### src/rtl/pipes.sv
// Shared pipeline types for the five-stage core: PC and register index
// widths, the hazard scheduler state encoding and its stage control bundle.
package pipes;

  typedef logic [63:0] u64;
  typedef logic [4:0]  creg_addr_t;

  // RUN: normal issue, DWAIT: data bus transfer outstanding,
  // RWAIT: redirect parked until the in-flight fetch returns.
  typedef enum logic [1:0] {
    RUN   = 2'd0,
    DWAIT = 2'd1,
    RWAIT = 2'd2
  } hazard_state_t;

  // Per-stage hold and bubble controls driven by the hazard scheduler.
  typedef struct packed {
    logic stall_f;
    logic stall_d;
    logic stall_e;
    logic stall_m;
    logic flush_d;
    logic flush_e;
    logic flush_w;
  } hazard_ctl_t;

  // Whole pipe frozen behind the data bus; W gets a bubble because the
  // M-stage instruction has not completed.
  function automatic hazard_ctl_t ctlMemWait();
    hazard_ctl_t c;
    c         = '0;
    c.stall_f = 1'b1;
    c.stall_d = 1'b1;
    c.stall_e = 1'b1;
    c.stall_m = 1'b1;
    c.flush_w = 1'b1;
    return c;
  endfunction

endpackage

### src/rtl/loaduse_detect.sv
// Load-use comparator: flags a D-stage instruction that reads the
// destination of a load currently in E. Register 0 never creates a hazard.
module loaduse_detect
  import pipes::*;
(
  input  logic       ex_memread_i,
  input  creg_addr_t ex_dst_i,
  input  creg_addr_t id_ra1_i,
  input  creg_addr_t id_ra2_i,
  input  logic       id_use1_i,
  input  logic       id_use2_i,
  output logic       hazard_o
);

  logic hit1;
  logic hit2;

  assign hit1     = id_use1_i && (id_ra1_i == ex_dst_i);
  assign hit2     = id_use2_i && (id_ra2_i == ex_dst_i);
  assign hazard_o = ex_memread_i && (ex_dst_i != 5'd0) && (hit1 || hit2);

endmodule

### src/rtl/hazard_ctrl.sv
// Pipeline hazard and stall scheduler. Decides each cycle which stage
// registers hold, which take a bubble, and when a branch redirect may be
// released to fetch without colliding with an outstanding fetch.
// Optional feature: define HAZARD_PERF_EN to add three 32-bit wrapping
// performance counters (data-bus stall cycles, load-use cycles, redirects).
module hazard_ctrl
  import pipes::*;
(
  input  logic       clk,
  input  logic       reset,
  input  logic       ireq_valid,
  input  logic       iresp_data_ok,
  input  logic       dreq_valid,
  input  logic       dresp_data_ok,
  input  logic       ex_memread,
  input  creg_addr_t ex_dst,
  input  creg_addr_t id_ra1,
  input  creg_addr_t id_ra2,
  input  logic       id_use1,
  input  logic       id_use2,
  input  logic       br_redirect,
  input  u64         br_target,
  output logic       stall_f,
  output logic       stall_d,
  output logic       stall_e,
  output logic       stall_m,
  output logic       flush_d,
  output logic       flush_e,
  output logic       flush_w,
  output logic       pc_redirect,
  output u64         pc_target,
  output logic       drop_iresp
`ifdef HAZARD_PERF_EN
  ,
  output logic [31:0] perf_mem_stall,
  output logic [31:0] perf_ldu_stall,
  output logic [31:0] perf_redirect
`endif
);

  hazard_state_t state_q, state_d;
  logic          pendValid_q, pendValid_d;
  u64            pendPc_q, pendPc_d;

  hazard_ctl_t   ctl;
  logic          memStall;
  logic          fetchBusy;
  logic          loadUse;
  logic          redirReq;
  u64            redirTarget;

  assign memStall  = dreq_valid && !dresp_data_ok;
  assign fetchBusy = ireq_valid && !iresp_data_ok;

  // A branch resolving this cycle is always the youngest one, so its target
  // supersedes anything parked. pend_valid is never set while in RUN, so in
  // RUN the request reduces to br_redirect alone.
  assign redirReq    = br_redirect || pendValid_q;
  assign redirTarget = br_redirect ? br_target : pendPc_q;

  loaduse_detect u_loaduse (
    .ex_memread_i (ex_memread),
    .ex_dst_i     (ex_dst),
    .id_ra1_i     (id_ra1),
    .id_ra2_i     (id_ra2),
    .id_use1_i    (id_use1),
    .id_use2_i    (id_use2),
    .hazard_o     (loadUse)
  );

  // State and parked-redirect registers; reset discards any pending redirect.
  always_ff @(posedge clk or posedge reset) begin
    if (reset) begin
      state_q     <= RUN;
      pendValid_q <= 1'b0;
      pendPc_q    <= '0;
    end else begin
      state_q     <= state_d;
      pendValid_q <= pendValid_d;
      pendPc_q    <= pendPc_d;
    end
  end

  // Next state and redirect parking; a DWAIT release cycle is handled like
  // a RUN cycle that may carry the parked redirect.
  always_comb begin
    state_d     = state_q;
    pendValid_d = pendValid_q;
    pendPc_d    = pendPc_q;
    case (state_q)
      RWAIT: begin
        if (memStall) begin
          state_d = DWAIT;
        end else if (iresp_data_ok) begin
          state_d     = RUN;
          pendValid_d = 1'b0;
        end
        if (br_redirect && !(iresp_data_ok && !memStall)) begin
          pendPc_d = br_target;
        end
      end
      default: begin
        if (memStall) begin
          state_d = DWAIT;
          if (br_redirect) begin
            pendValid_d = 1'b1;
            pendPc_d    = br_target;
          end
        end else if (redirReq && fetchBusy) begin
          state_d     = RWAIT;
          pendValid_d = 1'b1;
          pendPc_d    = redirTarget;
        end else begin
          state_d     = RUN;
          pendValid_d = 1'b0;
        end
      end
    endcase
  end

  // Stage controls and redirect strobe; everything is held at zero in reset.
  always_comb begin
    ctl         = '0;
    pc_redirect = 1'b0;
    pc_target   = '0;
    drop_iresp  = 1'b0;
    if (!reset) begin
      case (state_q)
        RWAIT: begin
          if (memStall) begin
            ctl = ctlMemWait();
          end else begin
            ctl.stall_f = 1'b1;
            ctl.flush_d = 1'b1;
            if (iresp_data_ok) begin
              drop_iresp  = 1'b1;
              pc_redirect = 1'b1;
              pc_target   = redirTarget;
            end
          end
        end
        default: begin
          if (memStall) begin
            ctl = ctlMemWait();
          end else if (redirReq) begin
            ctl.flush_d = 1'b1;
            if (!fetchBusy) begin
              pc_redirect = 1'b1;
              pc_target   = redirTarget;
              drop_iresp  = iresp_data_ok;
            end
          end else if (loadUse) begin
            ctl.stall_f = 1'b1;
            ctl.stall_d = 1'b1;
            ctl.flush_e = 1'b1;
          end else if (fetchBusy) begin
            ctl.stall_f = 1'b1;
            ctl.flush_d = 1'b1;
          end
        end
      endcase
    end
  end

  assign stall_f = ctl.stall_f;
  assign stall_d = ctl.stall_d;
  assign stall_e = ctl.stall_e;
  assign stall_m = ctl.stall_m;
  assign flush_d = ctl.flush_d;
  assign flush_e = ctl.flush_e;
  assign flush_w = ctl.flush_w;

`ifdef HAZARD_PERF_EN
  logic [31:0] perfMem_q;
  logic [31:0] perfLdu_q;
  logic [31:0] perfRedir_q;

  // Event counters sample the decoded controls, so they only see events
  // that actually reached the pipeline.
  always_ff @(posedge clk or posedge reset) begin
    if (reset) begin
      perfMem_q   <= '0;
      perfLdu_q   <= '0;
      perfRedir_q <= '0;
    end else begin
      if (ctl.stall_m) perfMem_q   <= perfMem_q + 32'd1;
      if (ctl.flush_e) perfLdu_q   <= perfLdu_q + 32'd1;
      if (pc_redirect) perfRedir_q <= perfRedir_q + 32'd1;
    end
  end

  assign perf_mem_stall = perfMem_q;
  assign perf_ldu_stall = perfLdu_q;
  assign perf_redirect  = perfRedir_q;
`endif

endmodule

### config.mk
export PLATFORM = sky130hd
export DESIGN_NAME = hazard_ctrl
export DESIGN_NICKNAME = d
export VERILOG_FILES = /design/src/rtl/pipes.sv /design/src/rtl/loaduse_detect.sv /design/src/rtl/hazard_ctrl.sv
export SDC_FILE = /design/constraint.sdc
export NUM_CORES = 1
export LEC_CHECK = 0
export CAP_MARGIN = 40
export CORE_MARGIN = 2
export CORE_UTILIZATION = 41
export DETAILED_ROUTE_END_ITERATION = 6
export PLACE_DENSITY = 0.78
export SLEW_MARGIN = 40
export SYNTH_ARGS = -nofsm -noshare
export SYNTH_HDL_FRONTEND = slang
export SYNTH_SLANG_ARGS = --single-unit
### constraint.sdc
create_clock -name clk -period 3.05 [get_ports clk]
set_clock_uncertainty 0.1 [all_clocks]
set_input_delay 0.61 -clock clk [delete_from_list [all_inputs] [get_ports clk]]
set_output_delay 0.61 -clock clk [all_outputs]
set_load 0.1 [all_outputs]
==> impl_metrics.toml <==
[status]
status = "completed"

[route]
dr_total_vias = 3027
first_pass_iters = 6
drt-total-wl_um = 9420
wl_met3_um = 475
drc = 0
ant_nets = 0
wl_met1_um = 3794
drt_first_iter_violations = 102
vias_per_cell = 5.045
top_layer = "met4"
wl_per_cell_um = 15.70
wl_met2_um = 5105

[sta]
setup_violations = 0
tns_ns = 0
fin_crit_ns = 2.934
clock.fmax_mhz = 340.8
holdWs_ns = 0.3937
worstMarginPinSlew_ns = 0.4677
post-route-period-util = 0.9620
report.final.hold_viol_count = 0
slew-limit-headroom = 0.6882
slew_violations = 0

[yosys]
synth-main-ff-cell = "dfrtp_1"
ys_ff_latch = 67
synth.mux.area_fraction = 0.3632
synthesis.instances = 326
synth_edf_count = 0
synthXorXnorAreaFrac = 0.02336
synth_top_family_by_area = "multiplexers"
synth_compound_area_frac = 0.02003
ys_seq_area_frac = 0.4473
ys_types = 29
async_flop_share = 1.000
synth_simple_gate_area_frac = 0.09646
syn-num-nets = 415
synthAdderAreaFrac = 0
ys_warn_count = 0
avgSynthCellArea_um2 = 11.50
syn_area_um2 = 3749

[final_layout]
final_nets = 577
seq_area_um2 = 1677
n_fill_cell = 606
area_growth_pct = 72.86
design_area_um2 = 6480
n_antenna_cell = 0
multiInputGateArea_um2 = 1934
layout-drive-gt1-share = 0.3333

[grt]
grt_remaining_overflow = 0
track_usage = 0.1961
antenna_found_initial = 0
grt_max_degree = 68
grt_pass1_vias = 3140
grt_pass1_wl_um = 15520

[die]
die_w_um = 99.62
io_pins = 162
rows = 34
start_util = 0.4257
dieArea_um2 = 9924
die_y_um = 99.62
coreArea_um2 = 8806

[clock_network]
cts_buffers = 9
cts_hold_buf = 0
path_clk_slew_ns = 0.07
post_cts_buffers = 0
cts_resized = 0
root_buffer = "clkbuf_8"
cts.sinks = 67
htree_num_levels = 3
cts_tree = "yes"
clk_latency_ns = 0.32
clock_path_buffers = 2

[min_path]
hp-class = "reg2reg"

[worst_setup_path]
end_kind = "output port"
worst_ep_arrival_time_ns = 2.22
required_ns = 2.34
worstSetupStartpointType = "primary input"
cp_max_fo = 3
crit_type = "in2out"

[pwr]
max-vdd-ir-drop_mv = 0.3253
p_per_area_nw_per_um2 = 493.0
leakage_nw = 2.836
finalPower_w = 0.003195

[run]
drv_cap = 0

[place]
post_dp_cell_area_um2 = 6251
dp_hpwl_um = 7159
portBuffers = 161
routabilityCongestion = 0.9307
cell type report:
class                           count  area share
Inverter                            3    0.001738
Sequential cell                    67      0.2587
Clock inverter                      6     0.01410
Timing Repair Buffer              174      0.3869
Clock buffer                        9     0.01912
Tap cell                          108     0.02085
Multi-Input combinational cell    233      0.2985
synth_stat cells, types with 2 or more instances:
cell type	n	share of area
buf_6	6	0.018
a211oi_1	2	0.0040
nand2_1	4	0.0040
mux2i_1	64	0.17
mux2_1	23	0.069
xnor2_1	10	0.023
nor2_1	67	0.067
nand4_1	2	0.0033
buf_2	8	0.011
inv_1	3	0.0030
dfrtp_1	67	0.45
nand3_1	2	0.0027
a21oi_1	4	0.0053
buf_4	9	0.018
mux2_2	41	0.12
cells by family after synthesis:
family | count (synthesis)
compound gates | 11
xor+xnor | 10
buf+inv | 26
flops | 67
mux | 128
simple gates | 84
cells in the final DEF (no fill, tap or decap), drive strengths merged:
master and count:
dlymetal6s2s 3, and3 1, nor3 1, o21bai 1, or4 1, nand2b 2, clkinvlp 3, mux2 64
o21a 1, buf 87, xnor2 10, mux2i 64, clkdlybuf4s50 84, a211oi 2, nor2b 2, o22ai 1
a21oi 4, inv 3, o211a 1, clkinv 1, o21ai 1, nand4 3, clkbuf 9, nor2 67
bufinv 2, nand3 2, nand2 5, dfrtp 67
metrics by stage:
stage / std cells / util / setup WS, ns
floorplan: 326 / - / -0.3239
global placement: 585 / 0.7099 / 0.01722
detailed placement: 585 / 0.7099 / 0.01335
CTS: 600 / 0.7343 / 0.007494
global route: 600 / 0.7359 / -0.004189
finish: 600 / 0.7359 / 0.1160
sequential cells by signal, indices dropped and copies added (netlist names):
signal	cells
pendPc_q	64
pendValid_q	1
state_q	2
critical path: stages:
cell and delay (ns):
clkdlybuf4s50_1 0.47, or4_1 0.42, o21a_1 0.21, nand4_2 0.13
o211a_1 0.21, buf_12 0.18
per-layer routing:
| layer | track usage | up-vias |
|---|---|---|
| li1 | - | 1445 |
| met1 | 0.2382 | 1491 |
| met2 | 0.3514 | 86 |
| met3 | 0.04216 | 5 |
| met4 | 0.05374 | 0 |
| met5 | 0 | - |
power by group:
group	switching (W)	internal, W
clock network	0.000338	0.000457
logic	0.000720	0.000551
registers	0.0000782	0.00105
total	0.00114	0.00206
worst paths after layout:
check / cells past startpoint / slack, ns / from / endpoint
max: 6 / 0.12 / ex_dst[4] / flush_d
min: 1 / 0.39 / pendPc_q[61] / pendPc_q[61]
max reg2reg: 6 / 1.11 / state_q[1] / pendPc_q[20]
min reg2reg: 1 / 0.39 / pendPc_q[61] / pendPc_q[61]
max in group asynchronous: 4 / 1.52 / reset / pendPc_q[18]
min in group asynchronous: 3 / 0.65 / reset / pendValid_q
No activity file was read; power rests on OpenSTA's default activity.
